### config.mk
export PLATFORM = sky130hd
export DESIGN_NAME = sevseg_scan_ctrl_flat
export DESIGN_NICKNAME = d
export VERILOG_FILES = /design/src/rtl/sevseg_scan_ctrl_if.sv /design/src/rtl/sevseg_scan_ctrl.sv /design/src/flat_wrapper.sv
export SDC_FILE = /design/constraint.sdc
export NUM_CORES = 1
export LEC_CHECK = 0
export CAP_MARGIN = 40
export CORE_MARGIN = 2
export CORE_UTILIZATION = 59
export DETAILED_ROUTE_END_ITERATION = 10
export GPL_TIMING_DRIVEN = 0
export HOLD_SLACK_MARGIN = 0.02
export PLACE_DENSITY = 0.87
export REMOVE_ABC_BUFFERS = 1
export SETUP_SLACK_MARGIN = 0.05
export SLEW_MARGIN = 25
export SYNTH_ARGS = -nofsm -noshare
export SYNTH_HDL_FRONTEND = slang
export SYNTH_SLANG_ARGS = --single-unit
### constraint.sdc
create_clock -name clk -period 7.4 [get_ports clk]
set_clock_uncertainty 0.15 [all_clocks]
set_input_delay 0.74 -clock clk [delete_from_list [all_inputs] [get_ports clk]]
set_output_delay 0.74 -clock clk [all_outputs]
set_load 0.01 [all_outputs]
### src/rtl/sevseg_scan_ctrl_if.sv
// Load channel into the seven-segment scan controller: packed nibbles plus leading-zero flag.
// Single valid/ready transfer; the master must hold data stable while ready is low.
interface sevseg_scan_ctrl_if #(
    parameter int NUM_DIGITS = 8
);
    logic                      load_valid;
    logic                      load_ready;
    logic [4*NUM_DIGITS-1:0]   load_data;
    logic                      blank_lz;

    modport master (
        output load_valid,
        output load_data,
        output blank_lz,
        input  load_ready
    );

    modport slave (
        input  load_valid,
        input  load_data,
        input  blank_lz,
        output load_ready
    );
endinterface

### src/rtl/sevseg_scan_ctrl.sv
// Time-multiplexed hex display scanner; loads land on frame boundaries, outputs registered.
// load_ready falls while a load is pending and rises again at the next frame end.
module sevseg_scan_ctrl #(
    parameter int NUM_DIGITS   = 8,
    parameter int DWELL_CYCLES = 50000,
    parameter int GAP_CYCLES   = 2
) (
    input  logic                  clk,
    input  logic                  reset,
    sevseg_scan_ctrl_if.slave     load,
    output logic [3:0]            nibble,
    output logic [NUM_DIGITS-1:0] digit_sel,
    output logic                  blank,
    output logic                  frame_done
);

    localparam int DW  = 4 * NUM_DIGITS;
    localparam int IW  = $clog2(NUM_DIGITS);
    localparam int DCW = (DWELL_CYCLES > 1) ? $clog2(DWELL_CYCLES) : 1;
    localparam int GCW = (GAP_CYCLES > 1) ? $clog2(GAP_CYCLES) : 1;
    localparam int CW  = (DCW > GCW) ? DCW : GCW;

    localparam logic [CW-1:0] GAP_LAST   = CW'(GAP_CYCLES - 1);
    localparam logic [CW-1:0] DWELL_LAST = CW'(DWELL_CYCLES - 1);
    localparam logic [IW-1:0] IDX_LAST   = IW'(NUM_DIGITS - 1);

    typedef enum logic {GAP, SCAN} state_t;

    state_t                state, state_nxt;
    logic [IW-1:0]         idx, idx_nxt;
    logic [CW-1:0]         cnt, cnt_nxt;
    logic [DW-1:0]         pend_dat, pend_dat_nxt;
    logic                  pend_lz, pend_lz_nxt;
    logic                  pend_full, pend_full_nxt;
    logic [DW-1:0]         disp_dat, disp_dat_nxt;
    logic                  disp_lz, disp_lz_nxt;
    logic                  frame_end;
    logic                  lz_run;
    logic [NUM_DIGITS-1:0] zero_above;
    logic                  suppress;
    logic [3:0]            nibble_nxt;
    logic [NUM_DIGITS-1:0] digit_sel_nxt;
    logic                  blank_nxt;

    assign load.load_ready = ~pend_full;

    always_ff @(posedge clk) begin
        if (reset) begin
            state      <= GAP;
            idx        <= '0;
            cnt        <= '0;
            pend_dat   <= '0;
            pend_lz    <= 1'b0;
            pend_full  <= 1'b0;
            disp_dat   <= '0;
            disp_lz    <= 1'b0;
            nibble     <= 4'h0;
            digit_sel  <= '1;
            blank      <= 1'b1;
            frame_done <= 1'b0;
        end else begin
            state      <= state_nxt;
            idx        <= idx_nxt;
            cnt        <= cnt_nxt;
            pend_dat   <= pend_dat_nxt;
            pend_lz    <= pend_lz_nxt;
            pend_full  <= pend_full_nxt;
            disp_dat   <= disp_dat_nxt;
            disp_lz    <= disp_lz_nxt;
            nibble     <= nibble_nxt;
            digit_sel  <= digit_sel_nxt;
            blank      <= blank_nxt;
            frame_done <= frame_end;
        end
    end

    always_comb begin
        state_nxt     = state;
        idx_nxt       = idx;
        cnt_nxt       = cnt + CW'(1);
        frame_end     = 1'b0;
        pend_dat_nxt  = pend_dat;
        pend_lz_nxt   = pend_lz;
        pend_full_nxt = pend_full;
        disp_dat_nxt  = disp_dat;
        disp_lz_nxt   = disp_lz;
        lz_run        = 1'b1;
        zero_above    = '0;
        suppress      = 1'b0;
        nibble_nxt    = 4'h0;
        digit_sel_nxt = '1;
        blank_nxt     = 1'b1;

        case (state)
            GAP: begin
                if (cnt == GAP_LAST) begin
                    state_nxt = SCAN;
                    cnt_nxt   = '0;
                end
            end
            SCAN: begin
                if (cnt == DWELL_LAST) begin
                    state_nxt = GAP;
                    cnt_nxt   = '0;
                    if (idx == IDX_LAST) begin
                        idx_nxt   = '0;
                        frame_end = 1'b1;
                    end else begin
                        idx_nxt = idx + IW'(1);
                    end
                end
            end
            default: begin
                state_nxt = GAP;
                idx_nxt   = '0;
                cnt_nxt   = '0;
            end
        endcase

        // Promotion needs pend_full, a new accept needs it clear: never both in one cycle.
        if (frame_end && pend_full) begin
            disp_dat_nxt  = pend_dat;
            disp_lz_nxt   = pend_lz;
            pend_full_nxt = 1'b0;
        end
        if (load.load_valid && !pend_full) begin
            pend_dat_nxt  = load.load_data;
            pend_lz_nxt   = load.blank_lz;
            pend_full_nxt = 1'b1;
        end

        // zero_above[k] is set when nibbles k..NUM_DIGITS-1 of the display are all zero.
        for (int k = NUM_DIGITS - 1; k >= 0; k--) begin
            lz_run        = lz_run & (disp_dat_nxt[4*k +: 4] == 4'h0);
            zero_above[k] = lz_run;
        end
        suppress = disp_lz_nxt && (idx_nxt != '0) && zero_above[idx_nxt];

        if (state_nxt == SCAN && !suppress) begin
            digit_sel_nxt[idx_nxt] = 1'b0;
            blank_nxt              = 1'b0;
            for (int k = 0; k < NUM_DIGITS; k++) begin
                if (IW'(k) == idx_nxt) begin
                    nibble_nxt = disp_dat_nxt[4*k +: 4];
                end
            end
        end
    end

endmodule

### src/flat_wrapper.sv
// flat-port wrapper written by rule: the top's interface ports become plain ports
module sevseg_scan_ctrl_flat 
#(
    parameter int NUM_DIGITS   = 8,
    parameter int DWELL_CYCLES = 50000,
    parameter int GAP_CYCLES   = 2
)
  (clk, reset, nibble, digit_sel, blank, frame_done, load_load_valid, load_load_data, load_blank_lz, load_load_ready);
  sevseg_scan_ctrl_if #(.NUM_DIGITS(NUM_DIGITS)) load_i ();
  input  logic clk;
  input  logic reset;
  output logic [3:0] nibble;
  output logic [NUM_DIGITS-1:0] digit_sel;
  output logic blank;
  output logic frame_done;
  input wire logic [$bits(load_i.load_valid)-1:0] load_load_valid;
  input wire logic [$bits(load_i.load_data)-1:0] load_load_data;
  input wire logic [$bits(load_i.blank_lz)-1:0] load_blank_lz;
  output wire logic [$bits(load_i.load_ready)-1:0] load_load_ready;
  assign load_i.load_valid = load_load_valid;
  assign load_i.load_data = load_load_data;
  assign load_i.blank_lz = load_blank_lz;
  assign load_load_ready = load_i.load_ready;
  sevseg_scan_ctrl #(.NUM_DIGITS(NUM_DIGITS), .DWELL_CYCLES(DWELL_CYCLES), .GAP_CYCLES(GAP_CYCLES)) u_core (.clk(clk), .reset(reset), .load(load_i), .nibble(nibble), .digit_sel(digit_sel), .blank(blank), .frame_done(frame_done));
endmodule
# --- Word-level counts from Yosys, hierarchy flattened ---
# Cells that the tools add are included.
op_classes:
  eq_ne: 10
  bitwise: 11
  n_reduce_logical: 20
  order_cmp: 2
  muxes: 29
  add_sub_neg: 2
op_table:
  columns: ["operator", "n"]
  rows:
  - ["$logic_not 4->1", 8]
  - ["$mux 16", 2]
  - ["$mux 32", 1]
  - ["$mux 4", 8]
  - ["$pmux 16 s2", 1]
  - ["$add 16x1->16 const B", 1]
  - ["$eq 16x1->1 const B", 1]
  - ["$eq 16x16->1 const B", 1]
  - ["$eq 3x3->1 const A", 4]
  - ["$mux 1", 11]
  - ["$mux 3", 3]
  - ["$not 8->8", 1]
  - ["$and 1x1->1", 7]
  - ["$eq 2x3->1 const A", 2]
  - ["$logic_and 1x1->1", 6]
  - ["$lt 3x4->1 const B", 1]
  - ["$add 3x1->3 const B", 1]
  - ["$bmux 1 s3", 1]
  - ["$demux 1 s3", 1]
  - ["$eq 1x3->1 const A", 1]
  - ["$eq 3x3->1 const B", 1]
  - ["$ge 3x1->1 const B", 1]
  - ["$logic_not 3->1", 1]
  - ["$not 1->1", 3]
  - ["5 further kinds", 6]
word_totals:
  elab_cells: 86
  input_bits: 36
  register_bits: 101
  output_inout_bits: 15

# --- Longest topological paths before layout ---
# Gate-level depths: netlist of the first run.
logic_depth:
  depth_word: 21
  ltp_mapped: 11
  mapped_depth_nobuf: 9

# --- Least setup slack after synthesis of the first run ---
# OpenSTA, ideal clock, no wires.
synth_timing:
  path_type: "reg-to-reg"
  from: "register u_core.cnt[11]"
  to: "register u_core.nibble[2]"
  path_buffers: 2
  setup_time_ps: 125
  required_ps: 7125
  synth_period_minus_slack_ps: 3066
  slack_ps: 4334
  t_arrival_ps: 2791
  stages_incl_launch_ff: 11
  cell_sequence: "dfxtp_1 > or4_4 > or4_4 > or2_1 > buf_6 > mux2i_4 > o21ai_0 > a31oi_1 > o31a_2 > buf_6 > nor2b_1"
synth_via:
  elab_chain_len: 20
  word_cells_on_any_way: 52
  cone_classes: "9 x eq/ne; 19 x mux; 8 x bitwise; 16 x reduce/logical"
synth_rtl:
  columns: ["element", "line_no", "text"]
  rows:
  - ["start, declared", "sevseg_scan_ctrl.sv:31", "logic [CW-1:0] cnt, cnt_nxt;"]
  - ["start signal, assigned", "sevseg_scan_ctrl.sv:64", "cnt <= cnt_nxt;"]
  - ["$eq 16x16->1", "sevseg_scan_ctrl.sv:102", "if (cnt == DWELL_LAST) begin"]
  - ["$mux 1", "sevseg_scan_ctrl.sv:102", null]
  - ["$mux 1", "sevseg_scan_ctrl.sv:94", "case (state)"]
  - ["$logic_and 1x1->1", "sevseg_scan_ctrl.sv:121", "if (frame_end && pend_full) begin"]
  - ["$mux 32", "sevseg_scan_ctrl.sv:121", null]
  - ["$logic_not 4->1", "sevseg_scan_ctrl.sv:134", "lz_run = lz_run & (disp_dat_nxt[4*k +: 4] == 4'h0);"]
  - ["$and 1x1->1 (7 in series)", "sevseg_scan_ctrl.sv:134", null]
  - ["$bmux 1 s3", "sevseg_scan_ctrl.sv:137", "suppress = disp_lz_nxt && (idx_nxt != '0) && zero_above[idx_nxt];"]
  - ["$mux 1 (not written as such)", "sevseg_scan_ctrl.sv:137", null]
  - ["$logic_and 1x1->1", "sevseg_scan_ctrl.sv:137", null]
  - ["$logic_not 1->1", "sevseg_scan_ctrl.sv:139", "if (state_nxt == SCAN && !suppress) begin"]
  - ["$logic_and 1x1->1", "sevseg_scan_ctrl.sv:139", null]
  - ["$not 1->1 (no line)", null, null]
  - ["$reduce_or 2->1 (no line)", null, null]
  - ["end signal, assigned", "sevseg_scan_ctrl.sv:70", "nibble <= nibble_nxt;"]
  - ["end, declared", "sevseg_scan_ctrl.sv:11", "output logic [3:0] nibble,"]
# Parallel ways exist; a longest one is shown, timed or not. The select of a mux whose other input is x is not followed.
# A chain may end at the register's enable or synchronous reset.

# --- Final worst setup path of the first run ---
layout_timing:
  from: "register u_core.cnt[10]"
  to: "register u_core.nibble[3]"
# Same word-level chain as after synthesis.

==> impl_metrics.env, run 1 <==
export IMPL_utilization_pct=72.6
export IMPL_cp_buffers_inverters=1
export IMPL_setup_viol_count_final=0
export IMPL_cts_setup_buffers=0
export IMPL_yosysWarnings=0
export IMPL_port_buffers=50
export IMPL_power_share_combinational_pct=7.8
export IMPL_cp_required_ns=7.50
export IMPL_rsz0062_at_grt="no"
export IMPL_fillCellCount=548
export IMPL_r2r_cells=9
export IMPL_grt_pass1_vias=3237
export IMPL_gr_usage_all_layers_pct=24.4
export IMPL_initial_core_util_pct=61.4
export IMPL_vias_per_cell=5.60
export IMPL_hp_class="flop to flop"
export IMPL_final_cell_mix="dfxtp_1 (101), nand2_1 (100), nor2_1 (57)"
export IMPL_ant_nets=0
export IMPL_core_area_sq_um=6830
export IMPL_n_antenna_cell=0
export IMPL_outcome="finished clean"
export IMPL_synthesis_area_sq_um=4200
export IMPL_ys_flop_type="dfxtp_1"
export IMPL_dp_hpwl_um=6370
export IMPL_slew_limit_headroom_pct=48.6
export IMPL_hold_buffers=0
export IMPL_critical_path_arrival_ns=3.67
export IMPL_p_leak_nw=2.07
export IMPL_start_kind="flop"
export IMPL_drc=0
export IMPL_overflow=0
export IMPL_final_nets=561
export IMPL_clk_path_buf_depth=2
export IMPL_grt_max_degree=73
export IMPL_synth_cells=480
export IMPL_critPathKind="flop to flop"
export IMPL_cp_end_kind="flop"
export IMPL_wl_per_cell_um=14.5
export IMPL_clock_sinks=101
export IMPL_maxCapViolations=0
export IMPL_fp_dieW_um=88.3
export IMPL_power_frac_clock_pct=35.3
export IMPL_ys_async_sr_fraction_pct=0
export IMPL_ys_seq_area_share_pct=48.2
export IMPL_die_area_sq_um=7800
export IMPL_cp_depth=9
export IMPL_layout_cells_non_filler=622
export IMPL_hold_viol_final=0
export IMPL_antenna_found_initial=0
export IMPL_synth_cell_types=41
export IMPL_numCtsBuffers=9
export IMPL_dr_pass1_iters=5
export IMPL_ir_drop_v=0.000137
export IMPL_ioPinCount=51
export IMPL_drt_initial_drc_count=298
export IMPL_cts_resized=0
export IMPL_num_rows=30
export IMPL_dp_cells=605
export IMPL_cp_endpoint="u_core.nibble[3]"
export IMPL_vias=3482
export IMPL_h_tree_depth=3
export IMPL_wl_um=9010
export IMPL_grt_pass1_wl_um=14800
export IMPL_critPathTopFamily="simple AND/OR/NAND/NOR gates"
export IMPL_critPathSlowestCell="or4_4"
export IMPL_switching_share_pct=23.9
export IMPL_cts_tree="built"
export IMPL_p_int_mw=0.766
export IMPL_fmax_mhz=280
export IMPL_clk_latency_ns=0.37
export IMPL_finalMaxSlewViolations=0
export IMPL_r2r_slack_ns=3.83
export IMPL_seqCellArea_sq_um=2020
export IMPL_pwr_share_seq_pct=56.9
export IMPL_clkTransAtPathRegs_ns=0.09
export IMPL_p_per_area_nw_per_um2=203
export IMPL_synth_edf_count=0
export IMPL_slowest_delay_ns=0.59
export IMPL_syn2layout_area_growth_pct=18.2
export IMPL_cts_root_buffer="clkbuf_8"
export IMPL_worst_path_max_fanout=7
export IMPL_drive_above_1_share_pct=6.84
export IMPL_final_common_cell="dfxtp_1"
export IMPL_setup_tns_final_ns=0
export IMPL_period_minus_slack_ns=3.57
export IMPL_avgSynthCellArea_sq_um=8.74
export IMPL_holdWs_ns=0.308
export IMPL_power_switching_mw=0.240
export IMPL_multiInputGateArea_sq_um=2020
export IMPL_reg2reg_from="u_core.cnt[10]"
export IMPL_period_share_pct=48.2
export IMPL_fp_dieH_um=88.3
export IMPL_r2r_end="u_core.nibble[3]"
export IMPL_cp_cell_sequence="or4_4, or4_4, nor2_4, mux2i_1, buf_4, mux2i_1, mux2_2, a222oi_1, nor2b_1"
export IMPL_tightest_slew_ns=0.763
export IMPL_synth_seq_cells=101
export IMPL_gp_congestion=0.863
export IMPL_cp_startpoint="u_core.cnt[10]"
cell usage after synthesis (2+ instances only):
cell type  count  area (sq um)
xnor2_1        8          70.1
nor3_1         3          15.0
nand4_1        6          37.5
a222oi_1       3          30.0
dfxtp_1      101          2020
nor2b_1        5          31.3
nor4_1        13          81.3
nand3_1       25           125
buf_6          4          45.0
clkbuf_1      21          78.8
nand2_1      100           375
xor2_1         6          52.6
and3_1         5          31.3
a21oi_1       39           195
or4_4          2          22.5
mux2_2         4          45.0
ha_1           4          50.1
nor2_1        57           214
o21ai_0        3          15.0
mux2i_1       45           450
inv_1          6          22.5
layout make-up:
class                      instances  share of cell area, %
clock buffer                      10                   2.77
tap                               96                   2.42
timing repair buffer              57                   11.6
multi-input combinational        346                   40.7
inverter                           6                  0.454
sequential                       101                   40.8
clock inverter                     6                   1.39
power groups by stage:
stage               registers [mW]  clock network (mW)  logic (mW)
finish                       0.572               0.355      0.0785
detailed placement           0.585                   0      0.0782
floorplan                    0.582                   0      0.0354
CTS                          0.572               0.358      0.0789
global placement             0.583                   0      0.0735
global route                 0.574               0.380      0.0873
cell families (layout without fill, tap and decap cells):
family | count (synthesis) | in the layout | share of synthesized area [%]
multiplexers | 51 | 51 | 12.7
buffers and inverters | 33 | 79 | 3.94
AO/OA/AOI/OAI | 54 | 54 | 7.51
adder cells (fa/ha/maj) | 4 | 4 | 1.19
flip-flops | 101 | 101 | 48.2
XOR/XNOR | 14 | 14 | 2.92
AND/OR/NAND/NOR | 223 | 223 | 23.6
layer usage:
| layer | vias up | GRT usage, % | routed length, um |
|---|---|---|---|
| met3 | 21 | 5.88 | 467 |
| met5 | - | 0 | 0 |
| li1 | 1720 | - | - |
| met4 | 0 | 8.54 | 209 |
| met1 | 1615 | 29.6 | 3760 |
| met2 | 126 | 42.4 | 4570 |
worst min path at each step:
stage	from	end	slack [ns]	cells past startpoint
3_5_place_dp	u_core.pend_dat[4]	u_core.pend_dat[4]	0.30	2
5_1_grt	u_core.cnt[0]	u_core.cnt[0]	0.34	1
3_3_place_gp	u_core.disp_lz	u_core.disp_lz	0.29	2
6_report	u_core.pend_dat[6]	u_core.pend_dat[6]	0.31	2
2_1_floorplan	u_core.disp_lz	u_core.disp_lz	0.28	2
4_1_cts	u_core.pend_dat[4]	u_core.pend_dat[4]	0.31	2
sequential cells by signal, indices dropped and copies added (netlist names):
| signal | cells |
|---|---|
| u_core.pend_full | 1 |
| u_core.pend_dat | 32 |
| u_core.cnt | 16 |
| u_core.blank | 1 |
| u_core.disp_lz | 1 |
| u_core.frame_done | 1 |
| u_core.digit_sel | 8 |
| u_core.pend_lz | 1 |
| u_core.state | 1 |
| u_core.idx | 3 |
| u_core.nibble | 4 |
| u_core.disp_dat | 32 |
worst reg2reg max path: stages, from the launching register on:
cell and delay [ns]:
dfxtp_1 0.37, or4_4 0.54, or4_4 0.59, nor2_4 0.20, mux2i_1 0.42, buf_4 0.25, mux2i_1 0.10, mux2_2 0.27
a222oi_1 0.48, nor2b_1 0.09
per-stage QoR:
stage | setup slack, ns | power (mW) | area, sq um
4_1_cts | 3.86 | 1.01 | 4950
6_report | 3.83 | 1.01 | 4960
3_3_place_gp | 2.35 | 0.657 | 4670
3_5_place_dp | 3.89 | 0.663 | 4750
5_1_grt | 3.59 | 1.04 | 4960
2_1_floorplan | 3.22 | 0.617 | 4050
Power figures use the tool's default switching activity.
==> inputs of run 2 (changes only) <==
--- a/config.mk
+++ b/config.mk
@@ -7,11 +7,11 @@
 export LEC_CHECK = 0
 export CAP_MARGIN = 40
 export CORE_MARGIN = 2
-export CORE_UTILIZATION = 59
+export CORE_UTILIZATION = 50
 export DETAILED_ROUTE_END_ITERATION = 10
 export GPL_TIMING_DRIVEN = 0
 export HOLD_SLACK_MARGIN = 0.02
-export PLACE_DENSITY = 0.87
+export PLACE_DENSITY = 0.79
 export REMOVE_ABC_BUFFERS = 1
 export SETUP_SLACK_MARGIN = 0.05
 export SLEW_MARGIN = 25
==> constraint.sdc (replaced) <==
create_clock -name clk -period 3 [get_ports clk]
set_clock_uncertainty 0.15 [all_clocks]
set_input_delay 0.3 -clock clk [delete_from_list [all_inputs] [get_ports clk]]
set_output_delay 0.3 -clock clk [all_outputs]
set_load 0.01 [all_outputs]
==> run 2 against run 1 <==
The run now ends with negative setup slack left. Via count up 5.0%. Critical path depth unchanged. Power rose to 2.5 times the previous value. Die area up 17%. Flip-flop and latch count unchanged. Combinational power rose to 2.7 times the previous value. Worst hold slack worse by 0.012 ns. Critical endpoint unchanged. Largest power group unchanged.
==> impl_metrics.env, run 2 (synthesized netlist as in run 1, its figures left out) <==
export IMPL_hold_buffers=0
export IMPL_antenna_found_initial=0
export IMPL_violations="negative setup slack"
export IMPL_worstHoldPathCells=2
export IMPL_final_common_cell="dfxtp_1"
export IMPL_drc=0
export IMPL_overflow=0
export IMPL_utilization_pct=64.4
export IMPL_vias_per_cell=5.61
export IMPL_r2r_end="u_core.nibble[3]"
export IMPL_die_area_sq_um=9140
export IMPL_n_antenna_cell=0
export IMPL_cp_cell_sequence="or4_4, or4_4, or2_4, mux2i_4, o21ai_1, a31oi_1, o31a_2, buf_12, nor2b_2"
export IMPL_cp_depth=9
export IMPL_start_kind="flop"
export IMPL_largestRegisters="u_core.disp_dat (32), u_core.pend_dat (32), u_core.cnt (16)"
export IMPL_ioPinCount=51
export IMPL_hold_viol_final=0
export IMPL_clock_sinks=101
export IMPL_wl_met2_um=4990
export IMPL_r2r_cells=9
export IMPL_rsz0062_at_grt="yes"
export IMPL_cts_root_buffer="clkbuf_8"
export IMPL_tightest_slew_ns=0.728
export IMPL_p_per_area_nw_per_um2=485
export IMPL_layout_cells_non_filler=652
export IMPL_wl_um=9970
export IMPL_grt_pass1_vias=3374
export IMPL_setup_slack_ns=-0.167
export IMPL_cp_end_kind="flop"
export IMPL_grt_pass1_wl_um=15700
export IMPL_cp_required_ns=3.11
export IMPL_dp_cells=615
export IMPL_worst_path_max_fanout=10
export IMPL_slowest_delay_ns=0.55
export IMPL_grt_max_degree=73
export IMPL_fmax_mhz=316
export IMPL_ant_nets=0
export IMPL_cts_tree="built"
export IMPL_period_share_pct=106
export IMPL_met3_length_um=640
export IMPL_period_minus_slack_ns=3.17
export IMPL_critPathKind="flop to flop"
export IMPL_clkTransAtPathRegs_ns=0.09
export IMPL_outcome="finished with violations"
export IMPL_num_rows=33
export IMPL_placed_area_sq_um=4770
export IMPL_postLayoutCellArea_sq_um=5260
export IMPL_critPathSlowestCell="or4_4"
export IMPL_ir_drop_v=0.000273
export IMPL_numCtsBuffers=9
export IMPL_p_leak_nw=2.19
export IMPL_hold_path_end="u_core.pend_dat[23]"
export IMPL_vias=3655
export IMPL_fp_dieW_um=95.6
export IMPL_drt_initial_drc_count=316
export IMPL_finalMaxSlewViolations=0
export IMPL_maxCapViolations=0
export IMPL_critPathTopFamily="simple AND/OR/NAND/NOR gates"
export IMPL_clk_path_buf_depth=2
export IMPL_gr_usage_all_layers_pct=22.3
export IMPL_dp_slack_ns=-0.553
export IMPL_wl_per_cell_um=15.3
export IMPL_routed_top_layer="met4"
export IMPL_syn2layout_area_growth_pct=25.4
export IMPL_critical_path_arrival_ns=3.27
export IMPL_dr_pass1_iters=5
export IMPL_r2r_slack_ns=-0.17
export IMPL_holdWs_ns=0.296
export IMPL_final_cell_mix="dfxtp_1 (99), nand2_1 (97), nor2_1 (55)"
export IMPL_port_buffers=50
export IMPL_cp_buffers_inverters=1
export IMPL_initial_core_util_pct=51.3
export IMPL_clk_latency_ns=0.36
export IMPL_core_area_sq_um=8180
export IMPL_gp_congestion=0.843
export IMPL_min_from="reset"
export IMPL_drive_above_1_share_pct=13.3
export IMPL_final_nets=582
export IMPL_crit_top_cell="or4_4"
export IMPL_hp_class="primary input to flop"
export IMPL_m1WireLength_um=4030
export IMPL_setup_viol_count_final=13
export IMPL_fp_dieH_um=95.6
export IMPL_reg2reg_from="u_core.cnt[10]"
export IMPL_h_tree_depth=3
export IMPL_dp_hpwl_um=6490
export IMPL_slew_limit_headroom_pct=51.5
run 2: power breakdown:
part           internal (mW)  leakage (nW)  switching, mW
logic                  0.106          1.26          0.103
clock network          0.470         0.107          0.459
registers               1.38         0.822         0.0323
total                   1.96          2.19          0.595
run 2: per-layer routing:
layer	global-route usage [%]	up-vias
met4	9.40	0
met5	0	-
met3	6.01	37
met2	38.8	148
li1	-	1759
met1	25.6	1711
run 2: worst max path at each step:
stage / from / endpoint / slack (ns)
CTS: u_core.cnt[10] / u_core.nibble[3] / -0.08
floorplan: u_core.cnt[11] / u_core.nibble[0] / -1.18
global route: u_core.cnt[10] / u_core.nibble[3] / -0.26
detailed placement: u_core.cnt[10] / u_core.nibble[1] / -0.55
finish: u_core.cnt[10] / u_core.nibble[3] / -0.17
global placement: u_core.cnt[11] / u_core.nibble[1] / -2.03
run 2: final cells by class:
type	instances	area (sq um)
Fill cell	656	2910
Multi-Input combinational cell	346	2100
Sequential cell	101	2030
Timing Repair Buffer	78	763
Tap cell	105	131
Clock buffer	10	128
Clock inverter	6	86.3
Inverter	6	22.5
run 2: metrics by stage:
step | power, mW | setup TNS (ns)
after detailed placement | 1.64 | -5.52
final | 2.55 | -1.62
after CTS | 2.56 | -0.587
after global routing | 2.64 | -2.46
after floorplan | 1.52 | -26.63
after global placement | 1.62 | -77.36
run 2: what timing repair did:
item,CTS,global route
resized for setup,22,8
setup buffers,19,2
pin swaps,10,3
setup endpoints to repair,13,13
==> inputs of run 3 (changes only) <==
--- a/config.mk
+++ b/config.mk
@@ -11,9 +11,8 @@
 export DETAILED_ROUTE_END_ITERATION = 10
 export GPL_TIMING_DRIVEN = 0
 export HOLD_SLACK_MARGIN = 0.02
-export PLACE_DENSITY = 0.79
+export PLACE_DENSITY = 0.75
 export REMOVE_ABC_BUFFERS = 1
-export SETUP_SLACK_MARGIN = 0.05
 export SLEW_MARGIN = 25
 export SYNTH_ARGS = -nofsm -noshare
 export SYNTH_HDL_FRONTEND = slang
==> run 3 against run 2 <==
The run still ends with negative setup slack left. Final area shrank 0.43%. Setup slack lost 0.025 ns. Combinational power shrank 5%. Critical path depth shrank 1. Register-to-register slack lost 0.03 ns. Critical path type unchanged. Largest power group unchanged. Highest routed layer unchanged.
==> impl_metrics.env, run 3 (synthesized netlist as in run 1, its figures left out) <==
export IMPL_setup_tns_final_ns=-1.51
export IMPL_outcome="finished with violations"
export IMPL_n_antenna_cell=0
export IMPL_final_common_cell="nand2_1"
export IMPL_final_cell_mix="nand2_1 (99), dfxtp_1 (98), nor2_1 (56)"
export IMPL_drive_above_1_share_pct=13.6
export IMPL_dp_slack_ns=-0.774
export IMPL_layout_cells_non_filler=650
export IMPL_p_total_mw=2.46
export IMPL_die_area_sq_um=9140
export IMPL_violations="negative setup slack"
export IMPL_dr_pass1_iters=5
export IMPL_initial_core_util_pct=51.3
export IMPL_vias_per_cell=5.40
export IMPL_core_area_sq_um=8180
export IMPL_ioPinCount=51
export IMPL_worst_path_max_fanout=6
export IMPL_ant_nets=0
export IMPL_drt_initial_drc_count=166
export IMPL_clkTransAtPathRegs_ns=0.09
export IMPL_syn2layout_area_growth_pct=24.9
export IMPL_critPathKind="flop to flop"
export IMPL_cp_required_ns=3.16
export IMPL_setup_viol_count_final=13
export IMPL_tightest_slew_ns=0.722
export IMPL_fp_dieW_um=95.6
export IMPL_holdWs_ns=0.314
export IMPL_critical_path_arrival_ns=3.35
export IMPL_clock_sinks=101
export IMPL_numCtsBuffers=9
export IMPL_p_per_area_nw_per_um2=470
export IMPL_final_nets=580
export IMPL_vias=3513
export IMPL_grt_pass1_vias=3326
export IMPL_h_tree_depth=3
export IMPL_wl_per_cell_um=14.3
export IMPL_fp_dieH_um=95.6
export IMPL_gr_usage_all_layers_pct=21.4
export IMPL_multiInputGateArea_sq_um=2130
export IMPL_wl_um=9320
export IMPL_antenna_found_initial=0
export IMPL_period_minus_slack_ns=3.19
export IMPL_overflow=0
export IMPL_dp_hpwl_um=6250
export IMPL_dp_cells=615
export IMPL_maxCapViolations=0
export IMPL_hp_class="flop to flop"
export IMPL_port_buffers=50
export IMPL_fillCellCount=686
export IMPL_ir_drop_v=0.000230
export IMPL_rsz0062_at_grt="yes"
export IMPL_cp_end_kind="flop"
export IMPL_seqCellArea_sq_um=2030
export IMPL_drc=0
export IMPL_start_kind="flop"
export IMPL_gp_congestion=0.829
export IMPL_largestRegisters="u_core.disp_dat (32), u_core.pend_dat (32), u_core.cnt (16)"
export IMPL_grt_pass1_wl_um=15300
export IMPL_slew_limit_headroom_pct=51.9
export IMPL_setup_slack_ns=-0.193
export IMPL_hold_viol_final=0
export IMPL_period_share_pct=106
export IMPL_fmax_mhz=313
export IMPL_clk_path_buf_depth=2
export IMPL_num_rows=33
export IMPL_cts_root_buffer="clkbuf_8"
export IMPL_clk_latency_ns=0.36
export IMPL_cts_tree="built"
export IMPL_finalMaxSlewViolations=0
export IMPL_grt_max_degree=73
export IMPL_p_leak_nw=2.18
==> run 3: cell types whose count changed in the layout (fill, tap and decap cells not counted), sizes merged <==
| cell | before | now |
|---|---|---|
| clkinvlp | 1 | 3 |
| buf | 29 | 26 |
| inv | 7 | 6 |
| bufinv | 2 | 1 |
| o31a | 1 | 2 |
==> run 3: final cells by class <==
class	count	share of cell area, %
flip-flops and latches	101	38.7
inverters	6	0.430
clock buffers	10	2.63
clock inverters	6	1.19
repair buffers	75	13.9
well taps	105	2.51
multi-input cells	347	40.7
==> run 3: per-layer routing <==
metal	part of all wire (%)	vias up	GRT usage, %
met3	4.7	22	4.90
met2	49	94	35.8
met4	2.1	0	8.81
met5	0	-	0
met1	44	1637	26.5
li1	-	1760	-
==> run 3: repair_timing <==
item / in CTS / in global routing
gates cloned: 1 / 0
pin swaps: 20 / 5
endpoints found under the hold margin: 0 / 0
hold buffers: 0 / 0
setup endpoints to repair: 13 / 13
setup buffers: 16 / 2
gates resized for setup: 33 / 3
==> run 3: worst paths after layout <==
path / startpoint / depth (start not counted) / slack, ns / end
max: u_core.cnt[10] / 8 / -0.19 / u_core.nibble[0]
min: u_core.pend_dat[0] / 2 / 0.31 / u_core.pend_dat[0]
max reg2reg: u_core.cnt[10] / 8 / -0.19 / u_core.nibble[0]
min reg2reg: u_core.pend_dat[0] / 2 / 0.31 / u_core.pend_dat[0]
==> run 3: critical path: stages, from the launching register on <==
cell and delay (ns):
dfxtp_2 0.33, or4_4 0.53, or4_4 0.54, or2_4 0.31, mux2_4 0.32, a31o_1 0.22, a31oi_4 0.21, o31a_1 0.33
nor2b_4 0.20
==> run 3: per-stage QoR <==
step | area [sq um] | util (%)
floorplan | 4050 | -
global placement | 4690 | 57.3
detailed placement | 4770 | 58.4
CTS | 5220 | 63.8
global route | 5240 | 64.1
finish | 5240 | 64.1
==> run 3: power by group <==
group | switching (mW) | internal [mW] | leakage (nW) | total (mW)
clock | 0.447 | 0.405 | 0.0943 | 0.852
combinational | 0.0988 | 0.100 | 1.26 | 0.199
sequential | 0.0311 | 1.38 | 0.822 | 1.41
